### src/rtl/rx_sequencer.sv
// rx_sequencer: owns the serial receiver and sequences it through start/busy handshakes.
// A load request pulls bytes from the receiver, keeps only Brainfuck opcodes, writes them to
// instruction memory and closes the program with a 0x00 halt word. In the run phase the same
// receiver serves the CPU's ',' input requests.
//
// Ports:
//   clk, rst_n               clock, asynchronous active-low reset
//   load_start               one-cycle (re)load request
//   rx_start / rx_busy       receive request to / busy flag from the receiver
//   rx_data                  received byte, valid once rx_busy has fallen
//   imem_we/addr/wdata       instruction memory write port
//   cpu_in_req               CPU input request (level)
//   cpu_in_ack / cpu_in_data one-cycle ack and the delivered byte (held)
//   loading / prog_ready     phase indicators
//   overflow / prog_len      result of the last load
module rx_sequencer #(
  parameter int unsigned ADDR_W     = 12,
  parameter logic [7:0]  TERMINATOR = 8'h21
) (
  input  logic              clk,
  input  logic              rst_n,
  input  logic              load_start,
  output logic              rx_start,
  input  logic              rx_busy,
  input  logic [7:0]        rx_data,
  output logic              imem_we,
  output logic [ADDR_W-1:0] imem_addr,
  output logic [7:0]        imem_wdata,
  input  logic              cpu_in_req,
  output logic              cpu_in_ack,
  output logic [7:0]        cpu_in_data,
  output logic              loading,
  output logic              prog_ready,
  output logic              overflow,
  output logic [ADDR_W-1:0] prog_len
);

  typedef enum logic [3:0] {
    StIdle, StLArm, StLWait, StLWrite, StLTerm, StRun, StCArm, StCWait, StCDone
  } state_e;

  state_e            state_q, state_d;
  logic [ADDR_W-1:0] ptr_q, ptr_d, ptr_inc;
  logic [ADDR_W-1:0] len_q, len_d;
  logic [7:0]        byte_q, byte_d;
  logic [7:0]        cpu_data_q, cpu_data_d;
  logic              ovf_q, ovf_d;
  logic              pend_q, pend_d;

  function automatic logic is_opcode(input logic [7:0] b);
    case (b)
      8'h2B, 8'h2D, 8'h3C, 8'h3E, 8'h5B, 8'h5D, 8'h2E, 8'h2C: is_opcode = 1'b1;
      default:                                                is_opcode = 1'b0;
    endcase
  endfunction

  always_comb begin
    state_d    = state_q;
    ptr_d      = ptr_q;
    len_d      = len_q;
    byte_d     = byte_q;
    cpu_data_d = cpu_data_q;
    ovf_d      = ovf_q;
    pend_d     = pend_q;
    ptr_inc    = ptr_q + ADDR_W'(1);

    unique case (state_q)
      StIdle: begin
        if (load_start) begin
          ptr_d   = '0;
          ovf_d   = 1'b0;
          pend_d  = 1'b0;
          state_d = StLArm;
        end
      end
      // rx_busy low here means the receiver has not started yet, not that it finished.
      StLArm: begin
        if (rx_busy) state_d = StLWait;
      end
      StLWait: begin
        if (!rx_busy) begin
          byte_d = rx_data;
          if (rx_data == TERMINATOR)  state_d = StLTerm;
          else if (is_opcode(rx_data)) state_d = StLWrite;
          else                         state_d = StLArm;
        end
      end
      StLWrite: begin
        ptr_d = ptr_inc;
        // The last slot is kept for the halt word, so stop one short of full.
        if (&ptr_inc) begin
          ovf_d   = 1'b1;
          state_d = StLTerm;
        end else begin
          state_d = StLArm;
        end
      end
      StLTerm: begin
        len_d   = ptr_q;
        state_d = StRun;
      end
      StRun: begin
        if (load_start || pend_q) begin
          ptr_d   = '0;
          ovf_d   = 1'b0;
          pend_d  = 1'b0;
          state_d = StLArm;
        end else if (cpu_in_req) begin
          state_d = StCArm;
        end
      end
      // A load request during a CPU transfer is remembered and served from RUN.
      StCArm: begin
        if (load_start) pend_d = 1'b1;
        if (rx_busy)    state_d = StCWait;
      end
      StCWait: begin
        if (load_start) pend_d = 1'b1;
        if (!rx_busy) begin
          cpu_data_d = rx_data;
          state_d    = StCDone;
        end
      end
      StCDone: begin
        if (load_start) pend_d = 1'b1;
        state_d = StRun;
      end
      default: state_d = StIdle;
    endcase
  end

  always_ff @(posedge clk or negedge rst_n) begin
    if (!rst_n) begin
      state_q    <= StIdle;
      ptr_q      <= '0;
      len_q      <= '0;
      byte_q     <= 8'h00;
      cpu_data_q <= 8'h00;
      ovf_q      <= 1'b0;
      pend_q     <= 1'b0;
    end else begin
      state_q    <= state_d;
      ptr_q      <= ptr_d;
      len_q      <= len_d;
      byte_q     <= byte_d;
      cpu_data_q <= cpu_data_d;
      ovf_q      <= ovf_d;
      pend_q     <= pend_d;
    end
  end

  // Outputs are registers or decodes of the registered state only.
  assign rx_start    = (state_q == StLArm) || (state_q == StCArm);
  assign imem_we     = (state_q == StLWrite) || (state_q == StLTerm);
  assign imem_addr   = imem_we ? ptr_q : '0;
  assign imem_wdata  = (state_q == StLWrite) ? byte_q : 8'h00;
  assign cpu_in_ack  = (state_q == StCDone);
  assign cpu_in_data = cpu_data_q;
  assign loading     = (state_q == StLArm) || (state_q == StLWait) ||
                       (state_q == StLWrite) || (state_q == StLTerm);
  assign prog_ready  = (state_q == StRun) || (state_q == StCArm) ||
                       (state_q == StCWait) || (state_q == StCDone);
  assign overflow    = ovf_q;
  assign prog_len    = len_q;

endmodule

### config.mk
export PLATFORM = sky130hd
export DESIGN_NAME = rx_sequencer
export DESIGN_NICKNAME = d
export VERILOG_FILES = /design/src/rtl/rx_sequencer.sv
export SDC_FILE = /design/constraint.sdc
export NUM_CORES = 1
export LEC_CHECK = 0
export BUFFER_PORTS_ARGS = -buffer_cell sky130_fd_sc_hd__buf_2
export CORE_UTILIZATION = 54
export DETAILED_ROUTE_END_ITERATION = 7
export GPL_ROUTABILITY_DRIVEN = 0
export HOLD_SLACK_MARGIN = 0.02
export PLACE_DENSITY = 0.82
export SLEW_MARGIN = 0
export SYNTH_ARGS = -nofsm -noshare
export SYNTH_HDL_FRONTEND = slang
export SYNTH_SLANG_ARGS = --single-unit
### constraint.sdc
create_clock -name clk -period 2.28 [get_ports clk]
set_input_delay 0.228 -clock clk [delete_from_list [all_inputs] [get_ports clk]]
set_output_delay 0.228 -clock clk [all_outputs]
set_load 0.005 [all_outputs]
==> results.toml <==
[route]
drt-total-wl_mm = 5.91
drc_errors = 0
viasPerCell = 5.75
wl_per_cell_um = 14.9
dr.pass1.iters = 4
drt-initial-drc-count = 204
vias = 2288
ant_nets = 0

[synth]
netlist.area_leader.share = 0.433
synth_edf_count = 0
ys_warn_count = 0
synth_cells = 272
ys_seq_area_frac = 0.433
yosysTopAreaCell = "dfrtp_1"
netlist_area_sq_um = 2660
synthArstFlopShare = 1.00
syn-num-nets = 288
ys_types = 50
synth_ff_type = "dfrtp_1"
ys_ff_latch = 46
ys_top_cells_by_area = "dfrtp_1 43%, mux2_2 12%, o21ai_0 4.5%"
syn_avg_cell_area_sq_um = 9.77

[worst_setup_path]
crit_chain = "nand2_1, nor3_1, buf_4, and2_1, buf_2"
slowest_stage = "dfrtp_1"
cp_slowest_stage_delay_ns = 0.50
required_ns = 2.05
cp_top_family = "simple AND/OR/NAND/NOR gates"
path_depth = 5
crit_start = "state_q[1]$_DFFE_PN0P_"
arrival_ns = 1.80
worstPathMaxFanout = 13
endpoint = "imem_wdata[5]"
worstSetupPathType = "flop to output port"
start_kind = "flop"
r2r_slack_ns = 0.26
reg2reg_to = "state_q[2]$_DFFE_PN0P_"
end_kind = "output port"
crit_buf_inv = 2
worstRegToRegCells = 7
r2r_start = "ptr_q[1]$_DFFE_PN0P_"

[timing]
fin_hold_ws_ns = 0.211
fin_skew_ns = 0.0122
setup_viol = 0
hold_viol_final = 0
period_needed_ns = 2.03
rsz0062_at_grt = "false"
setup_tns_ns = 0
drv_slew = 0
worst_slew_pin_slew_ns = 0.573
max_freq_mhz = 493
fin_ws_ns = 0.252
relSlewSlack = 0.618
fin_crit_sh = 0.889

[place]
place_ws_ns = 0.156
dp.cells = 389
dpl.hpwl_mm = 4.22
portBuffers = 58
dpl_cell_area_sq_um = 3030

[layout]
area_delta_synth_final_pct = 18.1
n_fill_cell = 381
layout.cells.non_filler = 398
utilization = 0.664
seq_area_sq_um = 1150
multi_input_area_sq_um = 1420
drive_gt1_frac = 0.347
fin_nets = 346
n_antenna_cell = 0
fin_area_sq_um = 3140

[cts]
h-tree-depth = 2
cts_tree = "done"
clkTransAtPathRegs_ns = 0.10
postCtsSetupBuffers = 0
cts_inserted_buffers = 5
clock_latency_ns = 0.30
clkSinkCount = 46
max-clock-path-buffers = 2
cts-root-buf = "clkbuf_8"

[floorplan]
rows = 25
core_area_sq_um = 4720
die_w_um = 72.2
io_pins = 59
die_area_sq_um = 5210
initial_core_util = 0.563
fp.dieH_um = 72.2

[power_and_ir_drop]
power_mw = 3.00
peakVddDrop_uv = 682
p_leak_nw = 1.52
powerDensity_nw_per_um2 = 954

[global_routing]
antenna_found_initial = 0
grt_pass1_vias = 2117
grt_start_max_net_pins = 27
grtUsageTotal = 0.242
overflow = 0
grt_first_pass_wirelength_mm = 9.88

[hold_path]
hold_depth = 2
hold_path.class = "input port to flop"

[status]
status = "finished clean"

[job]
cap_violations = 0
==> state kept, by name, summed over array words and instances, names as in the netlist <==
register,cells
overflow,1
byte_q,8
state_q,4
cpu_in_data,8
pend_q,1
prog_len,12
ptr_q,12
==> synthesized netlist by cell type (2+ instances only) <==
| library cell | count |
|---|---|
| inv_1 | 6 |
| nand2_1 | 24 |
| nor2_1 | 21 |
| nand2b_1 | 6 |
| nor2b_1 | 15 |
| a22oi_1 | 2 |
| nor3_1 | 7 |
| and2_1 | 9 |
| nor3b_1 | 2 |
| nand4b_1 | 2 |
| a31oi_1 | 3 |
| clkbuf_1 | 4 |
| o41ai_1 | 4 |
| o21ai_0 | 24 |
| nand3b_1 | 4 |
| a21o_1 | 4 |
| nand3_1 | 2 |
| a21oi_1 | 9 |
| nor4b_1 | 2 |
| buf_2 | 11 |
| dfrtp_1 | 46 |
| o31ai_1 | 5 |
| nor3_2 | 2 |
| o22ai_1 | 2 |
| ha_1 | 3 |
| mux2_2 | 29 |
==> routing by layer <==
| layer | global-route usage | vias to the layer above | part of all wire |
|---|---|---|---|
| met1 | 0.332 | 1127 | 0.47 |
| met5 | 0 | - | 0 |
| met2 | 0.400 | 59 | 0.48 |
| met3 | 0.0375 | 8 | 0.043 |
| li1 | - | 1094 | - |
| met4 | 0.0697 | 0 | 0.010 |
==> cells in the final DEF (no fill, tap or decap), types with 2 or more instances in the layout <==
cell / netlist / final
nor3_1: 7 / 6
nor2b_1: 15 / 15
nor3b_1: 2 / 2
o41ai_1: 4 / 4
a21o_1: 4 / 4
a22oi_1: 2 / 2
buf_4: 0 / 9
inv_1: 6 / 6
o21ai_0: 24 / 24
nor3_2: 2 / 3
nand3_1: 2 / 2
buf_2: 11 / 58
ha_1: 3 / 3
nor2_1: 21 / 20
clkbuf_8: 0 / 5
nor4b_1: 2 / 2
dfrtp_1: 46 / 45
nand2_1: 24 / 24
and2_1: 9 / 9
o31ai_1: 5 / 5
o22ai_1: 2 / 2
nand4b_1: 2 / 2
mux2_2: 29 / 29
nand2b_1: 6 / 6
nand3b_1: 4 / 4
a31oi_1: 3 / 3
a21oi_1: 9 / 9
==> final cells by class <==
cell class	count	share of cell area
Clock buffer	5	0.0219
Clock inverter	3	0.00797
Inverter	6	0.00718
Multi-Input combinational cell	203	0.452
Sequential cell	46	0.367
Tap cell	67	0.0267
Timing Repair Buffer	68	0.117
==> power by group <==
group          internal, mW  switching [mW]
clock                 0.222           0.296
combinational         0.586           0.654
sequential             1.04           0.194
total                  1.85            1.14
==> cells by family after synthesis <==
| kind of cell | share of synthesized area |
|---|---|
| DFF | 0.433 |
| adders and majority gates | 0.0141 |
| AOI/OAI and AO/OA | 0.142 |
| xor gates and xnor gates | 0.00330 |
| and+or+nand+nor | 0.243 |
| buffers and inverters | 0.0381 |
| muxes | 0.127 |
==> worst min-delay path by stage <==
stage	slack (ns)	startpoint	endpoint
6_report	0.21	rx_data[3]	cpu_in_data[3]$_DFFE_PN0P_
5_1_grt	0.20	rx_data[0]	cpu_in_data[0]$_DFFE_PN0P_
4_1_cts	0.21	rx_data[3]	byte_q[3]$_DFFE_PN0P_
3_5_place_dp	0.26	rst_n	prog_len[6]$_DFFE_PN0P_
3_3_place_gp	0.26	rst_n	prog_len[6]$_DFFE_PN0P_
2_1_floorplan	-0.07	rst_n	byte_q[0]$_DFFE_PN0P_
==> timing repair <==
item                                    CTS  global route
pin swaps                                 0             0
hold buffers                              1             0
gates resized for setup                   1             2
hold endpoints to repair                 24             0
endpoints found under the setup margin   13            12
(Power assumes the default switching activity.)
